===== src/rtl/hazard_unit_pkg.sv =====
// rtl/hazard_unit_pkg.sv - shared types and constants for the pipeline hazard controller
package hazard_unit_pkg;

  typedef enum logic [1:0] {
    FWD_NONE = 2'b00,
    FWD_WB   = 2'b01,
    FWD_MEM  = 2'b10
  } fwdSelT;

  localparam logic [3:0] REG_PC = 4'hF;

  typedef struct packed {
    logic [3:0] wa3;
    logic       regWrite;
    logic       memtoReg;
    logic       pcSrc;
  } stageT;

  typedef struct packed {
    logic [3:0] ra1;
    logic [3:0] ra2;
    stageT      ctl;
  } stageET;

  // R15 reads return PC+8 from fetch, so they never depend on an in-flight write
  function automatic logic srcMatch(input logic [3:0] src, input logic [3:0] dst);
    return (src != REG_PC) && (src == dst);
  endfunction

endpackage


===== src/rtl/hazard_scoreboard.sv =====
// rtl/hazard_scoreboard.sv - E/M/W status shift register with bubble insertion and condition gating
module hazard_scoreboard
  import hazard_unit_pkg::*;
(
  input  logic   clk,
  input  logic   reset,
  input  logic   flushE,
  input  logic   condExE,
  input  stageET stageD,
  output stageET stageE,
  output stageT  stageM,
  output stageT  stageW
);

  always_ff @(posedge clk or posedge reset) begin
    if (reset) begin
      stageE <= '0;
      stageM <= '0;
      stageW <= '0;
    end else begin
      stageE <= flushE ? '0 : stageD;
      // a failed condition cancels the write side effects as the instruction leaves Execute
      stageM <= '{wa3:      stageE.ctl.wa3,
                  regWrite: stageE.ctl.regWrite & condExE,
                  memtoReg: stageE.ctl.memtoReg,
                  pcSrc:    stageE.ctl.pcSrc & condExE};
      stageW <= stageM;
    end
  end

endmodule


===== src/rtl/hazard_unit.sv =====
// rtl/hazard_unit.sv - stall, flush and forwarding control for the five-stage pipeline
module hazard_unit
  import hazard_unit_pkg::*;
#(
  parameter int CNT_W = 16
) (
  input  logic             clk,
  input  logic             reset,
  input  logic [3:0]       RA1D,
  input  logic [3:0]       RA2D,
  input  logic [3:0]       WA3D,
  input  logic             RegWriteD,
  input  logic             MemtoRegD,
  input  logic             PCSrcD,
  input  logic             CondExE,
  input  logic             BranchTakenE,
  output logic [1:0]       ForwardAE,
  output logic [1:0]       ForwardBE,
  output logic             StallF,
  output logic             StallD,
  output logic             FlushD,
  output logic             FlushE,
  output logic [CNT_W-1:0] StallCount
);

  stageET stageD;
  stageET stageE;
  stageT  stageM;
  stageT  stageW;
  logic   ldStall;
  logic   pcWrPend;
  logic   unusedBits;

  assign stageD = '{ra1: RA1D, ra2: RA2D,
                    ctl: '{wa3: WA3D, regWrite: RegWriteD, memtoReg: MemtoRegD, pcSrc: PCSrcD}};

  hazard_scoreboard uScoreboard (
    .clk     (clk),
    .reset   (reset),
    .flushE  (FlushE),
    .condExE (CondExE),
    .stageD  (stageD),
    .stageE  (stageE),
    .stageM  (stageM),
    .stageW  (stageW)
  );

  function automatic fwdSelT fwdSel(input logic [3:0] src, input stageT m, input stageT w);
    if (m.regWrite && srcMatch(src, m.wa3))
      return FWD_MEM;
    else if (w.regWrite && srcMatch(src, w.wa3))
      return FWD_WB;
    else
      return FWD_NONE;
  endfunction

  assign ForwardAE = fwdSel(stageE.ra1, stageM, stageW);
  assign ForwardBE = fwdSel(stageE.ra2, stageM, stageW);

  // a taken branch squashes the dependent instruction, so the load-use stall is moot
  assign ldStall  = (srcMatch(RA1D, stageE.ctl.wa3) || srcMatch(RA2D, stageE.ctl.wa3))
                  && stageE.ctl.memtoReg && stageE.ctl.regWrite && !BranchTakenE;
  assign pcWrPend = PCSrcD | stageE.ctl.pcSrc | stageM.pcSrc;

  assign StallD = ldStall;
  assign StallF = ldStall | pcWrPend;
  assign FlushE = ldStall | BranchTakenE;
  assign FlushD = pcWrPend | stageW.pcSrc | BranchTakenE;

  assign unusedBits = stageM.memtoReg ^ stageW.memtoReg;

  always_ff @(posedge clk or posedge reset) begin
    if (reset)
      StallCount <= '0;
    else if (StallF && (StallCount != '1))
      StallCount <= StallCount + CNT_W'(1);
  end

endmodule


===== config.mk =====
export PLATFORM = sky130hd
export DESIGN_NAME = hazard_unit
export DESIGN_NICKNAME = d
export VERILOG_FILES = /design/src/rtl/hazard_unit_pkg.sv /design/src/rtl/hazard_scoreboard.sv /design/src/rtl/hazard_unit.sv
export SDC_FILE = /design/constraint.sdc
export NUM_CORES = 1
export LEC_CHECK = 0
export ABC_AREA = 1
export BUFFER_PORTS_ARGS = -buffer_cell sky130_fd_sc_hd__buf_4
export CAP_MARGIN = 20
export CORE_MARGIN = 2
export CORE_UTILIZATION = 45
export CTS_CLUSTER_DIAMETER = 100
export DETAILED_ROUTE_END_ITERATION = 16
export PLACE_DENSITY_LB_ADDON = 0.2
export SYNTH_ARGS = -nofsm -noshare
export SYNTH_HDL_FRONTEND = slang
export SYNTH_SLANG_ARGS = --single-unit

===== constraint.sdc =====
create_clock -name clk -period 1.3 [get_ports clk]
set_input_delay 0.26 -clock clk [delete_from_list [all_inputs] [get_ports clk]]
set_output_delay 0.26 -clock clk [all_outputs]
set_load 0.03 [all_outputs]

# Word level (Yosys, flattened, before mapping)
# Cells that the tools add are included.
[op_classes]
addsub = 1
eq_ne = 11
n_mux = 5
bitwise_logic = 8
n_reduce_logical = 16
[op_table]
columns = ["operator", "count"]
rows = [
  ["$eq A4 B4 Y1", 6],
  ["$add A16 B1 Y16 const B", 1],
  ["$ne A16 B16 Y1 const B", 1],
  ["$ne A4 B4 Y1 const B", 4],
  ["$mux W15", 1],
  ["$logic_and A1 B1 Y1", 14],
  ["$or A1 B1 Y1", 6],
  ["$mux W2", 2],
  ["$and A1 B1 Y1", 2],
  ["$mux W1", 2],
  ["$logic_not A1 Y1", 1],
  ["$logic_or A1 B1 Y1", 1],
]
[word_totals]
register_bits = 43
output_inout_bits = 24
word_cells = 54

# Depth between registers and ports, before layout
[depth]
word_depth = 8
depth_mapped = 12
depth_no_buf = 11

# Hierarchy
# From an unflattened synthesis, not the netlist that was laid out.
[hier_totals]
hier_cells = 293
area_unflattened_um2 = 2302.2
[modules_own_cells]
columns = ["module", "n_inst", "cells_per_inst", "area_per_inst_um2", "seq_area_each_um2"]
rows = [
  ["hazard_unit", 1, 228, 1433.9, 400.4],
  ["hazard_scoreboard", 1, 65, 868.3, 725.7],
]

# Worst setup path after synthesis
# Ideal clock, no wire load.
[synth_path]
kind = "flip-flop to output port"
start = "reg uScoreboard.stageE[11] (netlist name)"
end = "out ForwardAE[0]"
arrival_time_ps = 1690
required_ps = 1040
setup_slack_ps = -650
stages_incl_launch_ff = 7
path_cell_list = "dfrtp_1 -> inv_1 -> o22ai_1 -> inv_1 -> nand4_1 -> nor3_1 -> nor3_1"
[synth_via]
elab_chain_cells = 5
elab_cells_between_ends = 9
cone_classes = "3 x eq/ne; 2 x mux; 4 x reduce/logical"
[synth_rtl]
columns = ["element", "line_no", "rtl"]
rows = [
  ["$ne A4 B4 Y1 or $eq A4 B4 Y1 (tied branches)", "hazard_unit_pkg.sv:27", "return (src != REG_PC) && (src == dst);"],
  ["$logic_and A1 B1 Y1", "hazard_unit_pkg.sv:27", ""],
  ["$logic_and A1 B1 Y1", "hazard_unit.sv:51", "else if (w.regWrite && srcMatch(src, w.wa3))"],
  ["$mux W1", "hazard_unit.sv:51", ""],
  ["$mux W2 *", "hazard_unit.sv:49", "if (m.regWrite && srcMatch(src, m.wa3))"],
  ["end: declaration", "hazard_unit.sv:17", "output logic [1:0] ForwardAE,"],
]
# Every way passes the cells marked *; elsewhere a longest branch is shown, timed or not.

# Worst setup path in the final report
[layout_path]
start = "reg uScoreboard.stageE[3] (netlist name)"
end = "out StallF"
[layout_via]
elab_chain_cells = 7
elab_cells_between_ends = 9
cone_classes = "2 x eq/ne; 1 x bitwise; 6 x reduce/logical"
[layout_rtl]
columns = ["element", "line_no", "rtl"]
rows = [
  ["$eq A4 B4 Y1", "hazard_unit_pkg.sv:27", ""],
  ["$logic_and A1 B1 Y1", "hazard_unit_pkg.sv:27", ""],
  ["$logic_or A1 B1 Y1 *", "hazard_unit.sv:61", "assign ldStall = (srcMatch(RA1D, stageE.ctl.wa3) || srcMatch(RA2D, stageE.ctl.wa3))"],
  ["$logic_and A1 B1 Y1 * (3 in a row)", "hazard_unit.sv:62", "&& stageE.ctl.memtoReg && stageE.ctl.regWrite && !BranchTakenE;"],
  ["$or A1 B1 Y1 *", "hazard_unit.sv:66", "assign StallF = ldStall | pcWrPend;"],
  ["end: declaration", "hazard_unit.sv:19", "output logic StallF,"],
]
# Marks and branches as above.

==> impl_metrics.yaml <==
power_and_ir_drop:
  part_of_the_total_power_dissipated_in_sequential_elements: 0.393
  p_per_area_nw_per_um2: 1095
  p_sw_mw: 1.365
  static-leakage-power_nw: 1.935
  vdd_ir_max_v: 0.0009293
  clock_network_fraction_of_total_power: 0.265
  power.internal_mw: 2.754
  power_frac_comb: 0.343
  report.power.total_mw: 4.119
  sw_share: 0.3314
route:
  number_of_vias_per_cell: 5.002
  dr_total_vias: 2346
  drt_pass1_iterations: 5
  remaining_drc_errors: 0
  finalWirelength_mm: 6.667
  post_drt_wl_per_cell_um: 14.22
  detailedRoute.firstIterationViolations: 215
  ant_nets: 0
final_layout:
  fin_cells: 469
  nNetsFinal: 421
  layout.core_utilization: 0.7908
  post_route_cells_drive_above_1_share: 0.4726
  fillers: 305
  antenna_cells: 0
  syn_to_final_growth_pct: 67.69
yosys:
  synth_cells: 286
  postSynthRegisterBits: 43
  postSynthNetCount: 306
  syn-cell-area_um2: 2242
  yosysWarnings: 0
  synth.lib_cells_used.distinct: 24
  postSynthAreaPerCell_um2: 7.840
  synth_top_area_frac: 0.4799
  yosysSeqAreaShare: 0.4799
  yosysTopAreaCell: "sky130_fd_sc_hd__dfrtp_1"
  synth_area_leaders: "sky130_fd_sc_hd__dfrtp_1, sky130_fd_sc_hd__nand2_1, sky130_fd_sc_hd__inv_1"
sta:
  period_share: 1.416
  tightestPinTransition_ns: 0.3086
  finalHoldViolCount: 0
  report.final.slew_viol_count: 0
  unrepaired_setup_endpoints_after_global_routing: "yes"
  finalClockSkew_ns: 0.009142
  final_critical_path_setup_slack_ns: -0.5411
  final_report_setup_violation_count: 43
  max_freq_mhz: 543.2
  max_slew_margin: 0.7927
  fin_crit_period_ns: 1.841
  final.setup.tns_ns: -10.51
worst_setup_path:
  cp-end-kind: "primary output"
  worst_path_max_delay_cell: "sky130_fd_sc_hd__dfrtp_1"
  r2r.worst_path.cells: 13
  max_stage_delay_ns: 0.41
  timing.critical_path.buf_inv: 2
  regToRegEndpoint: "StallCount[1]"
  critical_path.top_delay_family: "simple AND/OR/NAND/NOR gates"
  worst-r2r-setup-slack_ns: -0.38
  timing.critical_path.from: "uScoreboard.stageE[3]"
  worst_r2r_start: "uScoreboard.stageE[3]"
  crit_top_cell: "sky130_fd_sc_hd__nand2_1"
  crit_path_cell_trace: "inv_1 > nand2_1 > nand2_1 > nor2_2 > nand3_2 > nand2_2 > nand3_4 > nand2_4 > buf_6"
  worstSetupPathType: "reg2out"
  critical_path_arrival_ns: 1.58
  cp_data_required_time_ns: 1.04
  crit_path_max_fanout: 4
  startpoint_type: "flop"
die:
  fp.dieH_um: 74.59
  effective_utilization_at_floorplan: 0.4716
  die-width_um: 74.59
  design.core.area_um2: 4755
  rows: 25
  die_area_um2: 5563
  io_pins: 43
placement:
  placed_cells: 445
  count_of_buffers_from_port_buffering: 42
  pre_cts_slack_ns: -0.2171
  gp_congestion: 0.9238
  hpwl_mm: 3.997
hold_path:
  worstHoldPathType: "in2async"
global_route:
  global_route_wire_length_before_repair_mm: 9.791
  number_of_global_route_vias_before_repair: 2167
  grtUsageTotal: 0.2342
  maximum_number_of_pins_on_one_net_before_global_route_repair: 44
  globalRouteOverflowTotal: 0
  antenna_found_initial: 0
cts:
  ctsHoldBuffers: 0
  clock_tree.buffer_depth: 2
  cts_max_level: 2
  cts-root-buf: "sky130_fd_sc_hd__clkbuf_8"
  clk-insertion-delay-late_ns: 0.31
  cts_tree: "yes"
  clk_pin_slew_worst_paths_ns: 0.08
  cts_buffers: 5
  numClockSinks: 43
flow_run:
  max-cap-violations: 0
run_status:
  run_status: "finished, violations left"
  failing_checks: "setup timing"
-- metal layers --
metal,track usage,part of all wire
met4,0.08929,0.026
met5,0,0
met2,0.3845,0.50
met1,0.3074,0.41
met3,0.04607,0.064
-- tightest hold or removal path, cell delays in order --
cell and delay (ns):
sky130_fd_sc_hd__buf_4 0.11, sky130_fd_sc_hd__inv_1 0.08, sky130_fd_sc_hd__buf_12 0.24
-- metrics by stage --
| step | area (um^2) | hold WS, ns |
|---|---|---|
| detailed placement | 3156 | 0.3484 |
| floorplan | 2387 | 0.3537 |
| CTS | 3493 | 0.01295 |
| global placement | 3156 | 0.3445 |
| finish | 3760 | 0.007698 |
| global route | 3760 | 0.02674 |
-- cell usage after synthesis (all sizes together) --
master,n
nand4,6
xor2,16
a21oi,2
nor2,36
inv,46
dfrtp,43
xnor2,3
nand2,83
o22ai,3
nor4,1
a221oi,1
o211ai,1
ha,1
nor3,10
nand3,29
buf,5
-- cell usage in the layout, fill, tap and decap left out, drive strengths merged --
cell type  count
ha             1
bufinv         1
xor2          16
nor4           1
o211ai         1
o22ai          3
nor2          36
clkinv         1
a221oi         1
nand4          6
a21oi          2
nand2         84
dfrtp         43
nor3          10
xnor2          3
inv           47
nand3         29
buf          111
clkbuf         6
-- sequential cells by signal, indices dropped and copies added (netlist names) --
signal	flops
uScoreboard.stageE	15
StallCount	16
uScoreboard.stageM	6
uScoreboard.stageW	6
-- final cells by class --
type,count,area [um^2],area share
Clock buffer,5,68.82,0.01830
Timing Repair Buffer,112,1039,0.2762
Clock inverter,3,47.55,0.01265
Sequential cell,43,1087,0.2892
Multi-Input combinational cell,193,1261,0.3354
Inverter,46,172.7,0.04592
Tap cell,67,83.83,0.02230
-- logic make-up (layout without fill, tap and decap cells) --
family / count (synthesis) / after routing / share of synthesized area
buffers and inverters: 51 / 166 / 0.09766
AO/OA/AOI/OAI: 7 / 7 / 0.02009
AND/OR/NAND/NOR: 165 / 166 / 0.3225
flip-flops: 43 / 43 / 0.4799
XOR/XNOR: 19 / 19 / 0.07422
adder cells (fa/ha/maj): 1 / 1 / 0.005579
-- what timing repair did --
action,4_1_cts,5_1_grt
pin swaps,14,12
endpoints found under the setup margin,47,49
buffers inserted,8,9
gates resized for setup,39,57
cloned,1,3
-- how the worst max path moves through the flow --
| stage | end | slack, ns | cells after the start |
|---|---|---|---|
| final | StallF | -0.54 | 9 |
| after global routing | StallF | -0.63 | 9 |
| after CTS | ForwardBE[0] | -0.55 | 5 |
| after detailed placement | ForwardBE[0] | -0.22 | 5 |
| after global placement | ForwardBE[0] | -0.17 | 5 |
| after floorplan | StallCount[10] | -0.25 | 8 |
-- power by group through the flow --
stage          sequential (mW)  clock (mW)  combinational [mW]
5_1_grt                   1.64        1.15                1.50
3_3_place_gp              1.61           0                1.06
2_1_floorplan             1.77           0               0.425
4_1_cts                   1.60        1.11                1.26
6_report                  1.62        1.09                1.41
3_5_place_dp              1.62           0                1.08
No activity file was read; power rests on OpenSTA's default activity.
